### src/rtl/felica_deframer_if.sv
// Handshake bundle between the Manchester demodulator, the deframer and the capture logic.
// master drives the bit stream; slave is the deframer.
interface felica_deframer_if;
   logic       bit_stb;
   logic       bit_in;
   logic       desync;
   logic [7:0] byte_out;
   logic       byte_stb;
   logic       frame_start;
   logic       frame_end;
   logic       crc_ok;
   logic       len_err;
   logic       abort;
   logic       busy;

   modport master (
      output bit_stb, bit_in, desync,
      input  byte_out, byte_stb, frame_start, frame_end, crc_ok, len_err, abort, busy
   );

   modport slave (
      input  bit_stb, bit_in, desync,
      output byte_out, byte_stb, frame_start, frame_end, crc_ok, len_err, abort, busy
   );
endinterface

### src/rtl/felica_deframer.sv
// FeliCa / NFC-F deframer: hunts preamble + SYNC 0xB24D, emits LEN and payload bytes,
// checks the trailing CRC-16/CCITT and reports frame end, length errors and aborts.
module felica_deframer #(
   parameter int unsigned PRE_MIN = 16
) (
   input logic              adc_clk,
   input logic              rst,
   felica_deframer_if.slave bus
);
   typedef enum logic [2:0] {StHunt, StSync, StLen, StData, StCrc} state_e;

   localparam logic [5:0]  PreMin   = 6'(PRE_MIN);
   localparam logic [15:0] SyncWord = 16'hB24D;
   localparam logic [15:0] CrcPoly  = 16'h1021;

   state_e      state_q;
   logic [5:0]  zero_run_q;
   logic [15:0] shift_q;
   logic [3:0]  bit_cnt_q;
   logic [7:0]  remaining_q;
   logic [15:0] crc_q;
   logic [7:0]  byte_q;
   logic        byte_stb_q, frame_start_q, frame_end_q, crc_ok_q, len_err_q, abort_q, busy_q;

   logic [15:0] shift_d;
   logic [15:0] crc_d;
   logic [5:0]  zero_run_d;

   always_comb begin
      shift_d = {shift_q[14:0], bus.bit_in};
      crc_d   = {crc_q[14:0], 1'b0} ^ ((crc_q[15] ^ bus.bit_in) ? CrcPoly : 16'h0000);
      if (bus.bit_in) begin
         zero_run_d = '0;
      end else if (zero_run_q == 6'd63) begin
         zero_run_d = zero_run_q;
      end else begin
         zero_run_d = zero_run_q + 6'd1;
      end
   end

   always_ff @(posedge adc_clk or posedge rst) begin
      if (rst) begin
         state_q       <= StHunt;
         zero_run_q    <= '0;
         shift_q       <= '0;
         bit_cnt_q     <= '0;
         remaining_q   <= '0;
         crc_q         <= '0;
         byte_q        <= '0;
         byte_stb_q    <= 1'b0;
         frame_start_q <= 1'b0;
         frame_end_q   <= 1'b0;
         crc_ok_q      <= 1'b0;
         len_err_q     <= 1'b0;
         abort_q       <= 1'b0;
         busy_q        <= 1'b0;
      end else begin
         byte_stb_q    <= 1'b0;
         frame_start_q <= 1'b0;
         frame_end_q   <= 1'b0;
         len_err_q     <= 1'b0;
         abort_q       <= 1'b0;
         if (bus.desync && state_q != StHunt) begin
            // Loss of carrier beats a coincident bit; only a committed frame reports abort.
            abort_q <= busy_q;
            busy_q  <= 1'b0;
            state_q <= StHunt;
         end else if (bus.bit_stb) begin
            zero_run_q <= zero_run_d;
            shift_q    <= shift_d;
            case (state_q)
               StHunt: begin
                  if (bus.bit_in && zero_run_q >= PreMin) begin
                     shift_q   <= 16'h0001;
                     bit_cnt_q <= 4'd1;
                     state_q   <= StSync;
                  end
               end
               StSync: begin
                  bit_cnt_q <= bit_cnt_q + 4'd1;
                  if (bit_cnt_q == 4'd15) begin
                     bit_cnt_q <= '0;
                     if (shift_d == SyncWord) begin
                        frame_start_q <= 1'b1;
                        busy_q        <= 1'b1;
                        crc_ok_q      <= 1'b0;
                        crc_q         <= '0;
                        state_q       <= StLen;
                     end else begin
                        state_q <= StHunt;
                     end
                  end
               end
               StLen: begin
                  crc_q     <= crc_d;
                  bit_cnt_q <= bit_cnt_q + 4'd1;
                  if (bit_cnt_q == 4'd7) begin
                     bit_cnt_q <= '0;
                     if (shift_d[7:0] == 8'h00) begin
                        len_err_q <= 1'b1;
                        busy_q    <= 1'b0;
                        state_q   <= StHunt;
                     end else begin
                        byte_q      <= shift_d[7:0];
                        byte_stb_q  <= 1'b1;
                        remaining_q <= shift_d[7:0] - 8'd1;
                        state_q     <= (shift_d[7:0] == 8'h01) ? StCrc : StData;
                     end
                  end
               end
               StData: begin
                  crc_q     <= crc_d;
                  bit_cnt_q <= bit_cnt_q + 4'd1;
                  if (bit_cnt_q == 4'd7) begin
                     bit_cnt_q   <= '0;
                     byte_q      <= shift_d[7:0];
                     byte_stb_q  <= 1'b1;
                     remaining_q <= remaining_q - 8'd1;
                     if (remaining_q == 8'd1) begin
                        state_q <= StCrc;
                     end
                  end
               end
               StCrc: begin
                  bit_cnt_q <= bit_cnt_q + 4'd1;
                  if (bit_cnt_q == 4'd15) begin
                     // A new preamble must be counted from scratch after each frame.
                     zero_run_q  <= '0;
                     bit_cnt_q   <= '0;
                     crc_ok_q    <= (shift_d == crc_q);
                     frame_end_q <= 1'b1;
                     busy_q      <= 1'b0;
                     state_q     <= StHunt;
                  end
               end
               default: state_q <= StHunt;
            endcase
         end
      end
   end

   assign bus.byte_out    = byte_q;
   assign bus.byte_stb    = byte_stb_q;
   assign bus.frame_start = frame_start_q;
   assign bus.frame_end   = frame_end_q;
   assign bus.crc_ok      = crc_ok_q;
   assign bus.len_err     = len_err_q;
   assign bus.abort       = abort_q;
   assign bus.busy        = busy_q;
endmodule

### src/flat_wrapper.sv
// flat-port wrapper written by rule: the top's interface ports become plain ports
module felica_deframer_flat 
#(
   parameter int unsigned PRE_MIN = 16
)
  (adc_clk, rst, bus_bit_stb, bus_bit_in, bus_desync, bus_byte_out, bus_byte_stb, bus_frame_start, bus_frame_end, bus_crc_ok, bus_len_err, bus_abort, bus_busy);
  felica_deframer_if bus_i ();
  input logic adc_clk;
  input logic rst;
  input wire logic [$bits(bus_i.bit_stb)-1:0] bus_bit_stb;
  input wire logic [$bits(bus_i.bit_in)-1:0] bus_bit_in;
  input wire logic [$bits(bus_i.desync)-1:0] bus_desync;
  output wire logic [$bits(bus_i.byte_out)-1:0] bus_byte_out;
  output wire logic [$bits(bus_i.byte_stb)-1:0] bus_byte_stb;
  output wire logic [$bits(bus_i.frame_start)-1:0] bus_frame_start;
  output wire logic [$bits(bus_i.frame_end)-1:0] bus_frame_end;
  output wire logic [$bits(bus_i.crc_ok)-1:0] bus_crc_ok;
  output wire logic [$bits(bus_i.len_err)-1:0] bus_len_err;
  output wire logic [$bits(bus_i.abort)-1:0] bus_abort;
  output wire logic [$bits(bus_i.busy)-1:0] bus_busy;
  assign bus_i.bit_stb = bus_bit_stb;
  assign bus_i.bit_in = bus_bit_in;
  assign bus_i.desync = bus_desync;
  assign bus_byte_out = bus_i.byte_out;
  assign bus_byte_stb = bus_i.byte_stb;
  assign bus_frame_start = bus_i.frame_start;
  assign bus_frame_end = bus_i.frame_end;
  assign bus_crc_ok = bus_i.crc_ok;
  assign bus_len_err = bus_i.len_err;
  assign bus_abort = bus_i.abort;
  assign bus_busy = bus_i.busy;
  felica_deframer #(.PRE_MIN(PRE_MIN)) u_core (.adc_clk(adc_clk), .rst(rst), .bus(bus_i));
endmodule
### config.mk
export PLATFORM = sky130hd
export DESIGN_NAME = felica_deframer_flat
export DESIGN_NICKNAME = d
export VERILOG_FILES = /design/src/rtl/felica_deframer_if.sv /design/src/rtl/felica_deframer.sv /design/src/flat_wrapper.sv
export SDC_FILE = /design/constraint.sdc
export NUM_CORES = 1
export LEC_CHECK = 0
export CORE_MARGIN = 2
export CORE_UTILIZATION = 50
export DETAILED_ROUTE_END_ITERATION = 8
export PLACE_DENSITY = 0.8
export SLEW_MARGIN = 5
export SYNTH_ARGS = -nofsm -noshare
export SYNTH_HDL_FRONTEND = slang
export SYNTH_SLANG_ARGS = --single-unit
### constraint.sdc
create_clock -name adc_clk -period 2.4 [get_ports adc_clk]
set_clock_uncertainty 0.1 [all_clocks]
set_input_delay 0.72 -clock adc_clk [delete_from_list [all_inputs] [get_ports adc_clk]]
set_output_delay 0.72 -clock adc_clk [all_outputs]
set_load 0.01 [all_outputs]
==> results.json, run 1 <==
{
  "crit_arrival_ps": 2420,
  "cp-start-kind": "register",
  "place_hpwl_um": 6300,
  "rsz0062_at_grt": "no",
  "drcViolationCount": 0,
  "power_leakage_nw": 2.10,
  "r2r_end": "u_core.state_q[0]",
  "grt_overflow": 0,
  "vdd_ir_drop_max_v": 0.000466,
  "finalWirelength_um": 8850,
  "cpMaxStageDelayCell": "dfrtp_1",
  "grt_start_max_net_pins": 32,
  "cp_num_buf_inv": 0,
  "start_util_pct": 51.8,
  "root_buffer": "clkbuf_8",
  "worstPathMaxFanout": 14,
  "cts.sinks": 67,
  "ys.flop_type": "dfrtp_1",
  "syn_avg_cell_area_sq_um": 9.12,
  "mostFrequentLayoutCells": "nand2_1 (74), dfrtp_1 (67), o21ai_0 (38)",
  "hold_slack_ps": 378,
  "final_core_util_pct": 62.4,
  "dieArea_sq_um": 8220,
  "htreeDepth": 3,
  "clkSlewWorstSetupHoldPaths_ps": 70,
  "instances_no_fill": 556,
  "synth-async-reset-ratio_pct": 100,
  "vias": 3185,
  "antenna_found_initial": 0,
  "ctsHoldBuffers": 0,
  "nFillCells": 620,
  "slew_headroom_pct": 63.7,
  "drt-pass1-iter-count": 4,
  "synth_nets": 424,
  "crit_family": "flip-flops",
  "fp.dieH_um": 90.7,
  "placed_area_sq_um": 4320,
  "synthCells": 412,
  "fin_area_sq_um": 4530,
  "fin_setup_tns_ps": 0,
  "grt_pass1_wl_um": 14900,
  "insertion_delay_ps": 350,
  "finalHoldViolCount": 0,
  "critPathMaxStageDelay_ps": 600,
  "worst_pin_slew_ps": 537,
  "grt_usage_pct": 22.7,
  "die_w_um": 90.7,
  "path_cells": "or3b_1, o21ai_0, o21ai_1, o311ai_1, mux2_2",
  "cts_inserted_buffers": 9,
  "min_from": "u_core.bus.byte_out[4]",
  "yosysTopAreaCell": "dfrtp_1",
  "drv_cap": 0,
  "cts_tree": "done",
  "ys_types": 57,
  "drtIter0Drc": 185,
  "nNetsFinal": 466,
  "ys_warn_count": 0,
  "synth_edf_count": 0,
  "dp.cells": 542,
  "diodes": 0,
  "crit_path_end_kind": "register",
  "holdCritPathClass": "reg -> reg",
  "rows": 31,
  "power_density_nw_per_um2": 1020,
  "hold_end": "u_core.bus.byte_out[4]",
  "min_period_over_period_pct": 95.6,
  "setup_viol_count_final": 0,
  "grt_pass1_vias": 3049,
  "synth_area_leaders": "dfrtp_1 (45%), nand2_1 (7.4%), o21ai_0 (5.1%)",
  "layout_commonest_cell": "nand2_1",
  "gp_congestion": 0.868,
  "clock_path_buffers": 2,
  "worstRegToRegCells": 5,
  "min_period_ps": 2290,
  "ioPinCount": 20,
  "coreArea_sq_um": 7250,
  "drive_gt1_share_pct": 16.4,
  "ys_seq_elements": 67,
  "portBuffers": 19,
  "ant_nets": 0,
  "worstReg2RegStart": "u_core.state_q[0]",
  "drv_slew": 0,
  "syn_area_sq_um": 3760,
  "synth_top_area_share_pct": 44.6,
  "hold_depth": 2,
  "r2r_slack_ps": 110,
  "seq_area_frac_synth_pct": 44.6,
  "wl_per_cell_um": 15.9,
  "outcome": "finished clean",
  "fmax_ghz": 0.436,
  "cp.required_ps": 2530,
  "area_growth_pct": 20.5,
  "viasPerCell": 5.73,
  "crit_type": "reg -> reg"
}
state kept, by name, summed over array words and instances (netlist names), 3 cells and up:
register	cells
u_core.shift_q	15
u_core.bus.byte_out	8
u_core.state_q	3
u_core.zero_run_q	6
u_core.crc_q	16
u_core.bit_cnt_q	4
u_core.remaining_q	8
Yosys cell counts, drive strengths merged, types with 8 or more instances:
master   n
clkbuf  24
nor3     9
nand2   74
xor2    19
o21ai   45
inv     18
dfrtp   67
mux2i    8
nand3   10
nand2b   8
a21oi   20
nor2    15
o41ai    8
through the flow:
step | setup WS [ps] | total power [mW]
detailed placement | -359 | 3.64
CTS | 0.0773 | 4.63
global placement | -260 | 3.55
finish | 105 | 4.64
global route | 24.1 | 4.94
floorplan | 26.9 | 3.04
worst reg2reg max path, cell delays in order (launching register included):
cell and delay, ps:
dfrtp_1 600, or3b_1 490, o21ai_0 270, o21ai_1 150, o311ai_1 170, mux2_2 400
layer usage:
metal	global-route usage (%)	part of all wire [%]
met2	37.9	50
met3	5.09	4.2
met5	0	0
met1	29.9	45
met4	6.03	1.1
logic make-up (layout without fill, tap and decap cells):
kind of cell,count (synthesis),in the layout,synth area share (%)
AND/OR/NAND/NOR,151,151,20.2
AO/OA/AOI/OAI,103,103,18.6
flip-flops,67,67,44.6
buffers and inverters,47,92,5.20
XOR/XNOR,26,26,6.06
multiplexers,11,11,3.03
adder cells (fa/ha/maj),7,7,2.33
report_power, final:
part | switching [mW] | internal, mW
logic | 0.997 | 0.881
registers | 0.354 | 1.44
clock network | 0.417 | 0.552
total | 1.77 | 2.87
final cells by class:
cell class	count	area, sq um	share of cell area, %
multi-input cells	298	1890	41.8
flip-flops and latches	67	1680	37.0
repair buffers	60	563	12.4
clock buffers	12	165	3.65
well taps	99	124	2.74
inverters	18	71.3	1.58
clock inverters	2	35.0	0.774
worst max-delay path by stage:
stage                      start                endpoint  slack, ps  cells past startpoint
6_report       u_core.state_q[0]       u_core.state_q[0]        110                      5
4_1_cts               bus_bit_in         u_core.bus.busy       0.08                      8
3_3_place_gp          bus_bit_in         u_core.bus.busy       -260                      8
5_1_grt        u_core.state_q[0]       u_core.state_q[2]         20                      5
2_1_floorplan         bus_bit_in  u_core.bus.byte_out[3]         30                     11
3_5_place_dp          bus_bit_in         u_core.bus.busy       -360                      8
timing repair:
item | CTS | global route
setup endpoints to repair | 0 | 14
gates resized for setup | 0 | 3
setup buffers | 0 | 0
Power figures use the tool's default switching activity.
==> run 2: changes to the inputs <==
Settings changed: CTS_CLUSTER_DIAMETER set to 80.
==> results of run 2 <==
The final DEF is identical to that of run 1; final timing and power are the same.
